$ cat config.mk
export PLATFORM = sky130hd
export DESIGN_NAME = ps2_rx_frame
export DESIGN_NICKNAME = d
export VERILOG_FILES = /design/src/rtl/ps2_rx_pkg.sv /design/src/rtl/ps2_rx_fifo.sv /design/src/rtl/ps2_rx_frame.sv
export SDC_FILE = /design/constraint.sdc
export NUM_CORES = 1
export LEC_CHECK = 0
export BUFFER_PORTS_ARGS = -buffer_cell sky130_fd_sc_hd__buf_2
export CORE_ASPECT_RATIO = 1.1
export CORE_MARGIN = 8
export CORE_UTILIZATION = 60
export CTS_CLUSTER_DIAMETER = 40
export DETAILED_ROUTE_END_ITERATION = 8
export GPL_TIMING_DRIVEN = 0
export PLACE_DENSITY = 0.82
export SETUP_SLACK_MARGIN = 0.15
export SLEW_MARGIN = 20
export SYNTH_ARGS = -nofsm -noshare
export SYNTH_HDL_FRONTEND = slang
export SYNTH_SLANG_ARGS = --single-unit
$ cat constraint.sdc
create_clock -name clk_nexys -period 2.5 [get_ports clk_nexys]
set_clock_uncertainty 0.1 [all_clocks]
set_input_delay 0.5 -clock clk_nexys [delete_from_list [all_inputs] [get_ports clk_nexys]]
set_output_delay 0.5 -clock clk_nexys [all_outputs]
set_load 0.05 [all_outputs]
$ cat src/rtl/ps2_rx_pkg.sv
// Shared types for the PS/2 receiver: FSM state encoding, error-cause codes
// and the frame length helper.
package ps2_rx_pkg;

  typedef enum logic [1:0] {
    IDLE  = 2'b00,
    SHIFT = 2'b01,
    CHECK = 2'b10
  } state_e;

  localparam logic [1:0] ERR_NONE    = 2'b00;
  localparam logic [1:0] ERR_PARITY  = 2'b01;
  localparam logic [1:0] ERR_FRAME   = 2'b10;
  localparam logic [1:0] ERR_TIMEOUT = 2'b11;

  // start + data + odd parity + stop
  function automatic int frame_bits(input int data_bits);
    return data_bits + 3;
  endfunction

endpackage

$ cat src/rtl/ps2_rx_fifo.sv
// Small first-word-fall-through FIFO holding received bytes until the
// consumer pops them. A push into a full FIFO succeeds when a pop happens in the same cycle.
module ps2_rx_fifo #(
  parameter int WIDTH = 8,
  parameter int DEPTH = 4
) (
  input  logic             clk_i,
  input  logic             rst_ni,
  input  logic             push_i,
  input  logic             pop_i,
  input  logic [WIDTH-1:0] din_i,
  output logic [WIDTH-1:0] head_o,
  output logic             empty_o,
  output logic             full_o
);

  localparam int AW = $clog2(DEPTH);
  localparam logic [AW:0] PTR_ONE = {{AW{1'b0}}, 1'b1};

  logic [WIDTH-1:0] mem_q [DEPTH];
  logic [AW:0]      wr_q;
  logic [AW:0]      rd_q;
  logic             do_push;
  logic             do_pop;

  // Extra pointer MSB distinguishes full from empty when the indices match
  assign empty_o = (wr_q == rd_q);
  assign full_o  = (wr_q[AW] != rd_q[AW]) && (wr_q[AW-1:0] == rd_q[AW-1:0]);
  assign do_pop  = pop_i & ~empty_o;
  assign do_push = push_i & (~full_o | do_pop);
  assign head_o  = mem_q[rd_q[AW-1:0]];

  always_ff @(posedge clk_i or negedge rst_ni) begin
    if (!rst_ni) begin
      wr_q <= '0;
      rd_q <= '0;
      for (int i = 0; i < DEPTH; i++) begin
        mem_q[i] <= '0;
      end
    end else begin
      if (do_push) begin
        mem_q[wr_q[AW-1:0]] <= din_i;
        wr_q                <= wr_q + PTR_ONE;
      end
      if (do_pop) begin
        rd_q <= rd_q + PTR_ONE;
      end
    end
  end

endmodule

$ cat src/rtl/ps2_rx_frame.sv
// PS/2 device-to-host receiver: ps2c glitch filter, frame FSM with parity,
// framing and watchdog checks, and an output FIFO. Optional PS2_ERR_CNT_EN adds err_cnt.
module ps2_rx_frame
  import ps2_rx_pkg::*;
#(
  parameter int FILTER_LEN     = 8,
  parameter int DATA_BITS      = 8,
  parameter int TIMEOUT_CYCLES = 200000,
  parameter int FIFO_DEPTH     = 4
) (
  input  logic                 clk_nexys,
  input  logic                 reset,
  input  logic                 ps2d,
  input  logic                 ps2c,
  input  logic                 rd_en,
  output logic [DATA_BITS-1:0] dato,
  output logic                 empty,
  output logic                 full,
  output logic                 rx_done_tick,
  output logic                 err_tick,
  output logic [1:0]           err_code,
  output logic                 ovf_tick
`ifdef PS2_ERR_CNT_EN
  ,
  output logic [7:0]           err_cnt
`endif
);

  localparam int FRAME_BITS = frame_bits(DATA_BITS);
  localparam int CNT_W      = $clog2(FRAME_BITS);
  localparam int WD_W       = $clog2(TIMEOUT_CYCLES);

  logic [FILTER_LEN-1:0] filter_q;
  logic                  fclk_q;
  logic                  fclk_d;
  logic                  fall_edge;

  state_e                state_q;
  logic [FRAME_BITS-1:0] frame_q;
  logic [CNT_W-1:0]      bitcnt_q;
  logic [WD_W-1:0]       wd_q;
  logic [1:0]            err_code_q;

  logic                  in_check;
  logic                  frame_err;
  logic                  parity_err;
  logic                  good;
  logic                  timeout;
  logic [1:0]            err_code_now;

  // Filtered clock only moves once the whole window agrees
  always_comb begin
    if (filter_q == '1) begin
      fclk_d = 1'b1;
    end else if (filter_q == '0) begin
      fclk_d = 1'b0;
    end else begin
      fclk_d = fclk_q;
    end
  end

  assign fall_edge = fclk_q & ~fclk_d;

  // ps2c glitch filter window and filtered clock
  always_ff @(posedge clk_nexys or negedge reset) begin
    if (!reset) begin
      filter_q <= '0;
      fclk_q   <= 1'b0;
    end else begin
      filter_q <= {ps2c, filter_q[FILTER_LEN-1:1]};
      fclk_q   <= fclk_d;
    end
  end

  assign in_check   = (state_q == CHECK);
  assign frame_err  = frame_q[0] | ~frame_q[FRAME_BITS-1];
  assign parity_err = ~(^frame_q[DATA_BITS+1:1]);
  assign good       = in_check & ~frame_err & ~parity_err;
  assign timeout    = (state_q == SHIFT) & ~fall_edge &
                      (wd_q == WD_W'(TIMEOUT_CYCLES - 1));

  assign ovf_tick     = good & full & ~rd_en;
  assign rx_done_tick = good & (~full | rd_en);
  assign err_tick     = timeout | (in_check & (frame_err | parity_err));

  // Framing outranks parity; timeout only arises outside CHECK
  always_comb begin
    if (timeout) begin
      err_code_now = ERR_TIMEOUT;
    end else if (frame_err) begin
      err_code_now = ERR_FRAME;
    end else if (parity_err) begin
      err_code_now = ERR_PARITY;
    end else begin
      err_code_now = ERR_NONE;
    end
  end

  assign err_code = err_tick ? err_code_now : err_code_q;

  // Frame FSM: bit shifting, bit counter, watchdog and held error cause
  always_ff @(posedge clk_nexys or negedge reset) begin
    if (!reset) begin
      state_q    <= IDLE;
      frame_q    <= '0;
      bitcnt_q   <= '0;
      wd_q       <= '0;
      err_code_q <= ERR_NONE;
    end else begin
      case (state_q)
        IDLE: begin
          if (fall_edge) begin
            frame_q  <= {ps2d, frame_q[FRAME_BITS-1:1]};
            bitcnt_q <= CNT_W'(FRAME_BITS - 2);
            wd_q     <= '0;
            state_q  <= SHIFT;
          end
        end
        SHIFT: begin
          if (fall_edge) begin
            frame_q <= {ps2d, frame_q[FRAME_BITS-1:1]};
            wd_q    <= '0;
            if (bitcnt_q == '0) begin
              state_q <= CHECK;
            end else begin
              bitcnt_q <= bitcnt_q - CNT_W'(1);
            end
          end else if (timeout) begin
            state_q <= IDLE;
          end else begin
            wd_q <= wd_q + WD_W'(1);
          end
        end
        CHECK: begin
          state_q <= IDLE;
        end
        default: begin
          state_q <= IDLE;
        end
      endcase
      if (err_tick) begin
        err_code_q <= err_code_now;
      end
    end
  end

  ps2_rx_fifo #(
    .WIDTH (DATA_BITS),
    .DEPTH (FIFO_DEPTH)
  ) u_fifo (
    .clk_i   (clk_nexys),
    .rst_ni  (reset),
    .push_i  (rx_done_tick),
    .pop_i   (rd_en),
    .din_i   (frame_q[DATA_BITS:1]),
    .head_o  (dato),
    .empty_o (empty),
    .full_o  (full)
  );

`ifdef PS2_ERR_CNT_EN
  logic [7:0] err_cnt_q;

  // Saturating count of rejected and dropped frames
  always_ff @(posedge clk_nexys or negedge reset) begin
    if (!reset) begin
      err_cnt_q <= 8'd0;
    end else if ((err_tick | ovf_tick) && (err_cnt_q != 8'hFF)) begin
      err_cnt_q <= err_cnt_q + 8'd1;
    end
  end

  assign err_cnt = err_cnt_q;
`endif

endmodule

Yosys cells after proc, flatten, opt, wreduce, memory -nomap -nowiden
Cells that the tools add are included.
Operators by class
  eq/ne operators: 13
  add/subtract/negate cells: 4
  $lt $le $gt $ge: 3
  reductions and logical operators: 12
  bitwise gates (word level): 26
  multiplexer cells: 25
Operators by type and width (count)
  2-to-1 mux 18 bit: 3
  one-hot mux 18 bit (2 select lines): 1
  bitwise mux 32 bit: 1
  2-to-1 mux 8 bit: 3
  adder 18 x 1 -> 18 bit (second input constant): 1
  == test 18 bit (second input constant): 1
  binary-select mux 8 bit (select 2 bit): 1
  demux 8 bit (select 2 bit): 1
  2-to-1 mux 2 bit: 7
  2-to-1 mux 4 bit: 3
  bitwise AND 1 bit: 11
  XOR reduction 9 bit: 1
  == test 8 bit (second input constant): 1
  zero test 8 bit: 1
  inverter 1 bit: 8
  one-hot mux 4 bit (2 select lines): 1
  adder 3 x 1 -> 3 bit (second input constant): 2
  >= comparator 3 bit (second input constant): 2
  != test 2 bit (second input constant): 3
  != test 3 bit (second input constant): 2
  inverter 2 -> 3 bit: 2
  AND reduction 3 bit: 2
  OR 1 bit: 5
  zero test 4 bit: 1
  other kinds (16): 19
Word-level totals
  logic and storage cells: 96
  output and inout port bits: 15
  register bits after elaboration: 84
  input port bits: 5

Depth between registers and ports, before layout
  depth after elaboration: 11
  mapped depth: 7
  mapped depth without buffers: 7

Cells and area by module
Synthesis repeated with hierarchy kept, for this count alone.
Second synthesis, totals
  cells, all modules: 337
  area, all modules: 4170.2 um^2
By module, submodules not included
  ps2_rx_frame: cells an instance 226, area an instance 2294.7 um^2, instances 1, seq. area each 1151.1 um^2
  ps2_rx_fifo: cells an instance 111, area an instance 1875.5 um^2, instances 1, seq. area each 950.9 um^2

Worst setup path before layout
No wires, ideal clock.
  kind: register to output
  start: register frame_q[3]
  end: output port err_tick
  path slack: -0.388 ns
  data required time: 1.900 ns
  cell stages (with the launch flop): 6
  buffers on the path: 0
  arrival: 2.288 ns
  cell sequence: dfrtp_1 > xnor2_1 > xnor3_2 > xnor2_4 > and4b_2 > a21oi_1
On the way
  cells in the longest elaborated chain, start to end: 5
Ends and longest elaborated chain
  from (decl): RTL line ps2_rx_frame.sv:39  | logic [FRAME_BITS-1:0] frame_q;
  from (signal assigned): RTL line ps2_rx_frame.sv:113  | frame_q <= {ps2d, frame_q[FRAME_BITS-1:1]};
  from (signal assigned): RTL line ps2_rx_frame.sv:121  | frame_q <= {ps2d, frame_q[FRAME_BITS-1:1]};
  XOR reduction 9 bit: RTL line ps2_rx_frame.sv:77  | assign parity_err = ~(^frame_q[DATA_BITS+1:1]);
  inverter 1 bit: RTL line ps2_rx_frame.sv:77
  OR 1 bit: RTL line ps2_rx_frame.sv:84  | assign err_tick = timeout | (in_check & (frame_err | parity_err));
  bitwise AND 1 bit: RTL line ps2_rx_frame.sv:84
  OR 1 bit: RTL line ps2_rx_frame.sv:84
  to (decl): RTL line ps2_rx_frame.sv:20  | output logic err_tick,
No other way between the ends.

Worst setup path after layout
Ends and elaborated chain as after synthesis.

==> summary.md <==
| Metric | Value |
|---|---|
| Commonest non-fill, non-tap cells in the layout | `79 x dfrtp_1, 46 x nand2_1, 27 x mux2_2, 21 x nor2_1, 14 x xnor2_1` |
| Clock Pin Slew Worst Setup and Hold Paths | `0.08 ns` |
| Combinational share of power | `0.023` |
| First drt pass iteration count | `4` |
| Height of the die | `101.1 µm` |
| First-pass GRT wire length | `13370 µm` |
| Multiplexer area fraction after synthesis | `0.1425` |
| Boundary Pins | `20` |
| Via count | `2650` |
| Crit share post-route | `1.128` |
| Vias per cell | `5.799` |
| Post-synthesis xor/xnor area fraction | `0.07281` |
| Vias in the first global route | `between 2000 and 3000` |
| DIE AREA | `9444 µm²` |
| Crit path DAT | `2.22 ns` |
| Maxcap violations | `0` |
| Asr flop ratio synth | `1.000` |
| Core box area | `6477 µm²` |
| Crit Path Category | `flop to output pin` |
| Synthesis-to-layout area growth | `18.83%` |
| H-tree levels | `3` |
| CP bufs+invs | `1` |
| DRC | `0` |
| Net count after synthesis | `341` |
| Endpoints failing hold | `0` |
| Total negative slack | `-1.473 ns` |
| Worst VDD drop | `about 0.42 mV` |
| Crit-path max FO | `6` |
| Overflow after GRT | `0` |
| Clock power frac | `0.433` |
| Failing checks | `negative setup slack` |
| DRC violation total after the first TritonRoute iteration | `69` |
| R2R cell count | `7` |
| Unrepaired setup endpoints after global routing | `true` |
| #FFs+latches synth | `84` |
| Top area cells in the synthesized netlist | `dfrtp_1 53%, mux2_2 9.7%, mux4_2 4.6%` |
| Routing usage on met1 | `0.2076` |
| Largest family of logic cells by synthesized area | `simple AND/OR/NAND/NOR gates` |
| Worst setup path end | `err_tick` |
| Post-synthesis sequential area ratio | `0.5318` |
| GR met2 Demand/Resource | `0.3089` |
| CP max stage delay | `0.50 ns` |
| Worst R2R End | `u_fifo.mem_q[23]` |
| Tmin final | `about 2.8 ns` |
| Die Wd | `93.39 µm` |
| Gpl congestion | `0.7798` |
| Stages on the worst setup path | `6` |
| Routed wire length | `7779 µm` |
| Worst path slowest cell | `xnor3_2` |
| Post-synth top area cell | `dfrtp_1` |
| Pwr dens | `543.8 nW/µm²` |
| Initial core utilization | `0.6102` |
| Post-CTS Hold Buffers | `0` |
| GR peak layer | `met2` |
| Critical-path cell list | `xnor2_2, xnor3_2, xnor2_4, and4b_2, a21oi_4, buf_6` |
| Post-synthesis compound-gate area fraction | `0.03957` |
| DR WL/cell | `roughly 17 µm` |
| Switching power share of the total | `0.2136` |
| Leak | `2.239 nW` |
| Worst slew margin | `0.5823` |
| DP Wirelength | `between 4000 and 5000 µm` |
| Sequential cell fraction of total power | `0.544` |
| Clk buf depth | `2` |
| Slew @ Worst Pin | `0.6266 ns` |
| Sink Count | `84` |
| Crit path from | `frame_q[3]` |
| CTS buffer count | `9` |
| Met3 Usage GRT | `0.03353` |
| Crit Reg-Reg Startpoint | `frame_q[3]` |
| Crit-path leading delay family | `XOR/XNOR gates` |
| Synth Area in Simple Gates | `0.1732` |
| Share of the synthesized area in the top cell type | `0.5318` |
| Predominant post-synthesis flop cell | `dfrtp_1` |
| N_diodes | `0` |
| Power Internal | `between 2 and 2.5 mW` |
| Final WS setup | `-0.3188 ns` |
| Cell Area, Synth | `3953 µm²` |
| GR Util All Layers | `0.1802` |
| Most common cell after layout, fill and taps aside | `dfrtp_1` |
| Setup Viol. Count Final | `5` |
| Syn_area_per_cell | `between 10 and 15 µm²` |
| Critical Path RT | `1.90 ns` |
| Worst-Skew Late Latency | `0.35 ns` |
| Type of the worst min-delay path | `primary input to asynchronous set/reset pin` |
| Area share of fa/ha/maj cells after synthesis | `0.02532` |
| Clock root cell | `clkbuf_8` |
| Crit path launch type | `flop` |
| Net Sw Power | `0.5456 mW` |
| EDFF count, synth | `0` |
| CTS tree | `yes` |
| Unique masters post-synth | `44` |
| Outcome | `finished, violations left` |
| Cell row count | `31` |
| Initial antenna violation count | `0` |
| Fmax | `~350 MHz` |
| Pin count of the biggest net entering global routing | `51` |
| NumNets Final | `about 380` |
| Worst Setup End Kind | `output pin` |
| Ys Warns | `0` |
| Layout fillers | `423` |
| Ratio of cells with drive above 1 in the final layout | `0.3253` |
| Setup slack, reg-to-reg | `0.04 ns` |
| Final Util | `0.7251` |
| Post-Synthesis Cells | `328` |
| Port Buf Inserts | `19` |
| Final ANT Viol Nets | `0` |
| Fin. max-slew vios | `0` |
## metal layers
layer | routed length, µm | vias up
met5 | 0 | -
met4 | 276 | 0
met3 | 299 | 24
met2 | 4018 | 56
met1 | 3185 | 1327
li1 | - | 1243
## flip-flops by register name, summed over array words and instances (netlist names)
name / flops
state_q: 2
u_fifo.wr_q: 3
filter_q: 8
wd_q: 18
bitcnt_q: 4
u_fifo.mem_q: 32
frame_q: 11
fclk_q: 1
err_code_q: 2
u_fifo.rd_q: 3
## synth_stat cells (4+ instances only)
cell type and instances:
nand2b_1 6, nand4_4 4, inv_1 6, nor4_1 4
dfrtp_1 84, o211ai_1 4, xnor2_1 16, and3_1 8
nand3_1 13, mux2_2 34, nand4_1 5, nor2_1 24
clkbuf_1 7, nand2_1 47, o21ai_0 6, xor2_1 11
mux4_2 8, ha_1 8
## kinds of logic (layout without fill, tap and decap cells)
logic type,after synthesis,after routing
compound gates,23,23
simple gates,127,128
flops,84,84
fa+ha+maj,8,8
mux,42,42
buf+inv,15,61
xor+xnor,29,29
## power groups by stage
stage	Clock [mW]	Sequential [mW]	Combinational, mW
global placement	0	1.41	0.0515
CTS	1.12	1.39	0.0606
floorplan	0	1.41	0.0196
global route	1.18	1.39	0.0697
detailed placement	0	1.41	0.0582
finish	1.11	1.39	0.0598
## per-stage QoR
step           cells  power [mW]  hold slack (ns)  worst slack (ns)  cell area, µm²
2_1_floorplan    328       1.429           0.1044           0.04166            3995
3_3_place_gp     429       1.463           0.2823           -0.2075            4193
3_5_place_dp     430       1.471           0.2867           -0.2387            4215
4_1_cts          454       2.571          0.07518           -0.3408            4626
5_1_grt          457       2.644           0.1293           -0.3949            4697
6_report         457       2.554          0.06397           -0.3188            4697
## worst min path at each step
| stage | from | to | slack [ns] | cells past startpoint |
|---|---|---|---|---|
| global placement | filter_q[1] | filter_q[0] | 0.28 | 0 |
| CTS | reset | u_fifo.wr_q[0] | 0.08 | 1 |
| global route | reset | u_fifo.rd_q[2] | 0.13 | 1 |
| detailed placement | filter_q[4] | filter_q[3] | 0.29 | 0 |
| finish | reset | u_fifo.wr_q[2] | 0.06 | 1 |
| floorplan | reset | bitcnt_q[0] | 0.10 | 0 |
## area by class of cell
| class | count | area, µm² | share of cell area |
|---|---|---|---|
| buffer | 9 | 56.30 | 0.01199 |
| timing repair buffer | 30 | 224.0 | 0.04768 |
| clock buffer | 11 | 151.4 | 0.03223 |
| tap | 82 | 102.6 | 0.02184 |
| inverter | 6 | 26.28 | 0.005594 |
| clock inverter | 5 | 83.83 | 0.01785 |
| sequential | 84 | 2108 | 0.4489 |
| multi-input combinational | 230 | 1944 | 0.4140 |
## timing repair
action | CTS | global route
gates resized for setup | 30 | 12
setup endpoints to repair | 45 | 54
pin swaps | 6 | 2
gates cloned | 1 | 0
setup buffers | 7 | 3
(Power assumes the default switching activity.)
